--- src/rtl/nand_bist_pkg.sv ---
// nand_bist shared types and constants.
// State enum, LFSR taps/seed, DUT reset length, LFSR step helper.
package nand_bist_pkg;

  typedef enum logic [1:0] {
    IDLE,
    DUT_RST,
    RUN,
    DONE
  } state_t;

  localparam logic [15:0] LFSR_TAPS = 16'hB400;
  localparam logic [15:0] DEF_SEED  = 16'hACE1;
  localparam int          RST_CYC   = 2;

  // Right-shifting Galois step, x^16+x^14+x^13+x^11+1
  function automatic logic [15:0] lfsr_step(
    input logic [15:0] s
  );
    return (s >> 1) ^ (s[0] ? LFSR_TAPS : 16'h0);
  endfunction

endpackage

--- src/rtl/lfsr16.sv ---
// 16-bit Galois LFSR holding the BIST operand state.
// Ports: clk, reset (sync low), load/seed, advance, state.
module lfsr16
  import nand_bist_pkg::*;
(
  input  logic        clk,
  input  logic        reset,
  input  logic        load,
  input  logic [15:0] seed,
  input  logic        advance,
  output logic [15:0] state
);

  always_ff @(posedge clk) begin
    if (!reset) begin
      state <= seed;
    end else if (load) begin
      state <= seed;
    end else if (advance) begin
      state <= lfsr_step(state);
    end
  end

endmodule

--- src/rtl/nand_bist.sv ---
// BIST stimulus/checker for the registered 8-bit NAND block.
// Ports: clk, reset, start, dut_out in; dut_rst_n, a, b, busy, done, pass_cnt, fail_cnt out.
module nand_bist
  import nand_bist_pkg::*;
#(
  parameter int          NUM_VECTORS = 1000,
  parameter int          LATENCY     = 1,
  parameter logic [15:0] SEED        = 16'hACE1,
  parameter int          CNT_W       = 16
) (
  input  logic             clk,
  input  logic             reset,
  input  logic             start,
  input  logic [7:0]       dut_out,
  output logic             dut_rst_n,
  output logic [7:0]       a,
  output logic [7:0]       b,
  output logic             busy,
  output logic             done,
  output logic [CNT_W-1:0] pass_cnt,
  output logic [CNT_W-1:0] fail_cnt
);

  localparam logic [15:0] SEED_EFF =
    (SEED == 16'h0) ? DEF_SEED : SEED;
  localparam int VW =
    (NUM_VECTORS > 1) ? $clog2(NUM_VECTORS) : 1;
  localparam int WW = $clog2(LATENCY + 1);
  localparam int RW =
    (RST_CYC > 1) ? $clog2(RST_CYC) : 1;

  state_t          st;
  logic [VW-1:0]   vcnt;
  logic [WW-1:0]   wcnt;
  logic [RW-1:0]   rcnt;
  logic [15:0]     lfsr_q;
  logic [15:0]     nxt;
  logic            lfsr_ld;
  logic            lfsr_adv;
  logic            cmp;
  logic            last;
  logic            match;
  logic            go;

  assign go       = start && (st == IDLE || st == DONE);
  assign cmp      = (st == RUN) && (wcnt == WW'(LATENCY));
  assign last     = vcnt == VW'(NUM_VECTORS - 1);
  assign lfsr_ld  = go;
  assign lfsr_adv = cmp && !last;
  assign nxt      = lfsr_step(lfsr_q);
  // X/Z on dut_out makes this non-true, so it lands on fail
  assign match    = (dut_out == ~(a & b));

  lfsr16 u_lfsr (
    .clk     (clk),
    .reset   (reset),
    .load    (lfsr_ld),
    .seed    (SEED_EFF),
    .advance (lfsr_adv),
    .state   (lfsr_q)
  );

  always_ff @(posedge clk) begin
    if (!reset) begin
      st        <= IDLE;
      a         <= '0;
      b         <= '0;
      dut_rst_n <= 1'b0;
      busy      <= 1'b0;
      done      <= 1'b0;
      pass_cnt  <= '0;
      fail_cnt  <= '0;
      vcnt      <= '0;
      wcnt      <= '0;
      rcnt      <= '0;
    end else begin
      unique case (st)
        IDLE, DONE: begin
          if (st == IDLE) dut_rst_n <= 1'b1;
          if (start) begin
            st        <= DUT_RST;
            dut_rst_n <= 1'b0;
            busy      <= 1'b1;
            done      <= 1'b0;
            pass_cnt  <= '0;
            fail_cnt  <= '0;
            vcnt      <= '0;
            wcnt      <= '0;
            rcnt      <= '0;
          end
        end
        DUT_RST: begin
          if (rcnt == RW'(RST_CYC - 1)) begin
            st        <= RUN;
            dut_rst_n <= 1'b1;
            a         <= lfsr_q[7:0];
            b         <= lfsr_q[15:8];
            wcnt      <= '0;
          end else begin
            rcnt <= rcnt + 1'b1;
          end
        end
        RUN: begin
          if (cmp) begin
            if (match) begin
              if (pass_cnt != '1)
                pass_cnt <= pass_cnt + 1'b1;
            end else begin
              if (fail_cnt != '1)
                fail_cnt <= fail_cnt + 1'b1;
            end
            if (last) begin
              st   <= DONE;
              busy <= 1'b0;
              done <= 1'b1;
            end else begin
              vcnt <= vcnt + 1'b1;
              wcnt <= '0;
              a    <= nxt[7:0];
              b    <= nxt[15:8];
            end
          end else begin
            wcnt <= wcnt + 1'b1;
          end
        end
        default: st <= IDLE;
      endcase
    end
  end

endmodule

--- config.mk ---
export PLATFORM = sky130hd
export DESIGN_NAME = nand_bist
export DESIGN_NICKNAME = d
export VERILOG_FILES = /design/src/rtl/nand_bist_pkg.sv /design/src/rtl/lfsr16.sv /design/src/rtl/nand_bist.sv
export SDC_FILE = /design/constraint.sdc
export NUM_CORES = 1
export LEC_CHECK = 0
export CAP_MARGIN = 10
export CORE_AREA = 4 4 79 154
export DETAILED_ROUTE_END_ITERATION = 8
export DIE_AREA = 0 0 83 158
export PLACE_DENSITY = 0.61
export SETUP_SLACK_MARGIN = 0.15
export SYNTH_ARGS = -nofsm -noshare
export SYNTH_HDL_FRONTEND = slang
export SYNTH_SLANG_ARGS = --single-unit
--- constraint.sdc ---
create_clock -name clk -period 3.1 [get_ports clk]
set_input_delay 0.62 -clock clk [delete_from_list [all_inputs] [get_ports clk]]
set_output_delay 0.62 -clock clk [all_outputs]
set_load 0.005 [all_outputs]
==> flow_summary.ini <==
[run_status]
status = finished clean

[worst_setup_path]
critPathKind = flop to flop
critical_path.max_fanout = 10
required_ns = 3.36
critPathSlowestCell = or3_1
critPathMaxStageDelay_ns = 0.54
startpoint_type = flop
endpoint_kind = flop
arrival_ns = 2.90
crit_chain = inv_1 > ha_1 > nor2_2 > or3_1 > or3_4 > or4_1 > a21oi_1

[yosys]
syn_area_um2 = 4204
ys_async_sr_fraction_pct = 0
yosys.area.top_type_share_pct = 38.57
syn_area_per_cell_um2 = 7.932
synthCells = 530
ys_seq_area_share_pct = 38.57
synth_warnings = 0
synthTopCellsByArea = dfxtp_1 (39%), nand2_1 (6.1%), mux2i_1 (5.0%), nand3_1 (3.9%), nor2_1 (3.5%)
synth_ff_type = dfxtp_1
synth_area_leader_cell = dfxtp_1
synth-edff-count = 0
ys_seq_elements = 81
synth_cell_types = 49
synth.most_common_cell = dfxtp_1
synth_nets = 548
synth_common_cells = dfxtp_1 (81), nand2_1 (68), nor2_1 (39)

[floorplan]
rows = 54
core_um2 = 10950
die_w_um = 83
die_h_um = 158
dieArea_um2 = 13110
start_util_pct = 38.41
pin_count = 62

[global_routing]
antenna_found_initial = 0
grt_max_degree = 33
first_global_vias = 4072
grt_use_total_pct = 18.65
grt-ovfl-total = 0
grt_pass1_wl_um = 19810

[placed_design]
hpwl_um = 9060
post-place-ws_ns = 0.2666
place.gp.congestion = 0.9185
portBuffers = 61

[clock_network]
tritoncts = built
postCtsSetupRepairBufs = 0
cts_max_path_buffers = 2
cts-root-buf = clkbuf_16
clock-sinks = 81
path_clk_slew_ns = 0.06
cts_resized = 0
holdBufCountCts = 0
cts_made_buffers = 9
clk_latency_ns = 0.33
htreeDepth = 3

[timing]
final_max_slew_viol_count = 0
fin_ws_ns = 0.4657
finalCriticalPeriod_ns = 2.634
rsz0062_at_grt = false
worstMarginPinSlew_ns = 0.9011
clock_skew_ns = 0.005143
setup_viol = 0
max_freq_ghz = 0.3796
final_hold_viol_count = 0
fin_setup_tns_ns = 0
period_share_pct = 84.98
hold-worst-slack_ns = 0.4840
slew-limit-headroom_pct = 39.71

[routing]
drt_iter0_markers = 213
dr.pass1.iters = 5
routed_wl_um = 12410
vias_per_cell = 5.778
wl_per_cell_um = 16.93
vias = 4235
drc = 0
ant_nets = 0

[power]
power_mw = 4.015
power.leakage_nw = 1.807
power_density_nw_per_um2 = 746.2
ir_drop_v = 0.0003869

[cells_and_area]
utilization_pct = 49.17
area_growth_pct = 28.01
drive_gt1_share_pct = 7.251
diodes = 0
layout.nets = 606

[worst_hold_path]
hp-class = flop to flop

[run]
drv_cap = 0
==> flip-flops by register name (all words and copies together), names as in the netlist <==
| register | count |
|---|---|
| rcnt | 1 |
| a | 8 |
| vcnt | 10 |
| dut_rst_n | 1 |
| done | 1 |
| st | 2 |
| busy | 1 |
| b | 8 |
| u_lfsr.state | 16 |
| wcnt | 1 |
| pass_cnt | 16 |
| fail_cnt | 16 |
==> layout make-up <==
cell class,count,area (um^2)
repair buffers,78,750.7
flip-flops and latches,81,1622
fillers,1101,5564
clock inverters,7,142.6
multi-input cells,409,2432
clock buffers,9,225.2
inverters,9,33.78
well taps,140,175.2
==> worst paths after layout <==
| path | to | start | cells past startpoint | slack, ns |
|---|---|---|---|---|
| worst max-delay path | pass_cnt[9] | st[0] | 7 | 0.47 |
| worst min-delay path | rcnt | rcnt | 2 | 0.48 |
| worst max register to register | pass_cnt[9] | st[0] | 7 | 0.47 |
| worst min register to register | rcnt | rcnt | 2 | 0.48 |
==> metrics by stage <==
step,instances,area [um^2]
after floorplan,530,4204
after CTS,733,5381
final,733,5381
after global placement,717,5014
after detailed placement,717,5014
after global routing,733,5381
==> where the power goes <==
| group | internal, mW | switching, mW | leakage, nW |
|---|---|---|---|
| clock network | 0.870 | 0.434 | 0.180 |
| logic | 0.544 | 0.896 | 0.971 |
| registers | 1.16 | 0.110 | 0.656 |
| total | 2.58 | 1.44 | 1.81 |
==> critical path: cells and delay by family (launching register included) <==
kind / cells / cell delay (ns)
compound gates: 1 / 0.14
fa+ha+maj: 1 / 0.42
simple gates: 4 / 1.53
buf+inv: 1 / 0.08
flops: 1 / 0.38
==> cells by family after synthesis <==
kind of cell	count (synthesis)	synth area share [%]
XOR/XNOR	11	2.292
buffers and inverters	40	3.661
multiplexers	21	5.000
flip-flops	81	38.57
AO/OA/AOI/OAI	109	16.58
adder cells (fa/ha/maj)	7	2.083
AND/OR/NAND/NOR	261	31.82
==> layer usage <==
| metal | track usage (%) | up-vias | share of wire [%] |
|---|---|---|---|
| met5 | 0 | - | 0 |
| met4 | 10.99 | 0 | 4.1 |
| met3 | 2.813 | 33 | 3.1 |
| met2 | 35.95 | 114 | 54 |
| met1 | 18.64 | 2014 | 38 |
| li1 | - | 2074 | - |
==> layout by cell type, fill, tap and decap left out, drive strengths merged, types with 8 or more instances in the layout <==
| cell | synthesis | routed |
|---|---|---|
| nor3 | 22 | 22 |
| nor2 | 40 | 40 |
| nor4 | 18 | 18 |
| nand2b | 10 | 10 |
| mux2i | 21 | 21 |
| clkbuf | 26 | 9 |
| nand3 | 33 | 33 |
| inv | 9 | 9 |
| o21ai | 23 | 23 |
| nand2 | 68 | 68 |
| dfxtp | 81 | 81 |
| and3 | 21 | 21 |
| a31oi | 12 | 12 |
| clkdlybuf4s50 | 0 | 61 |
| nand4 | 16 | 16 |
| buf | 5 | 17 |
| a21oi | 28 | 28 |
| a211oi | 17 | 17 |
| xnor2 | 8 | 8 |
(Power assumes the default switching activity.)
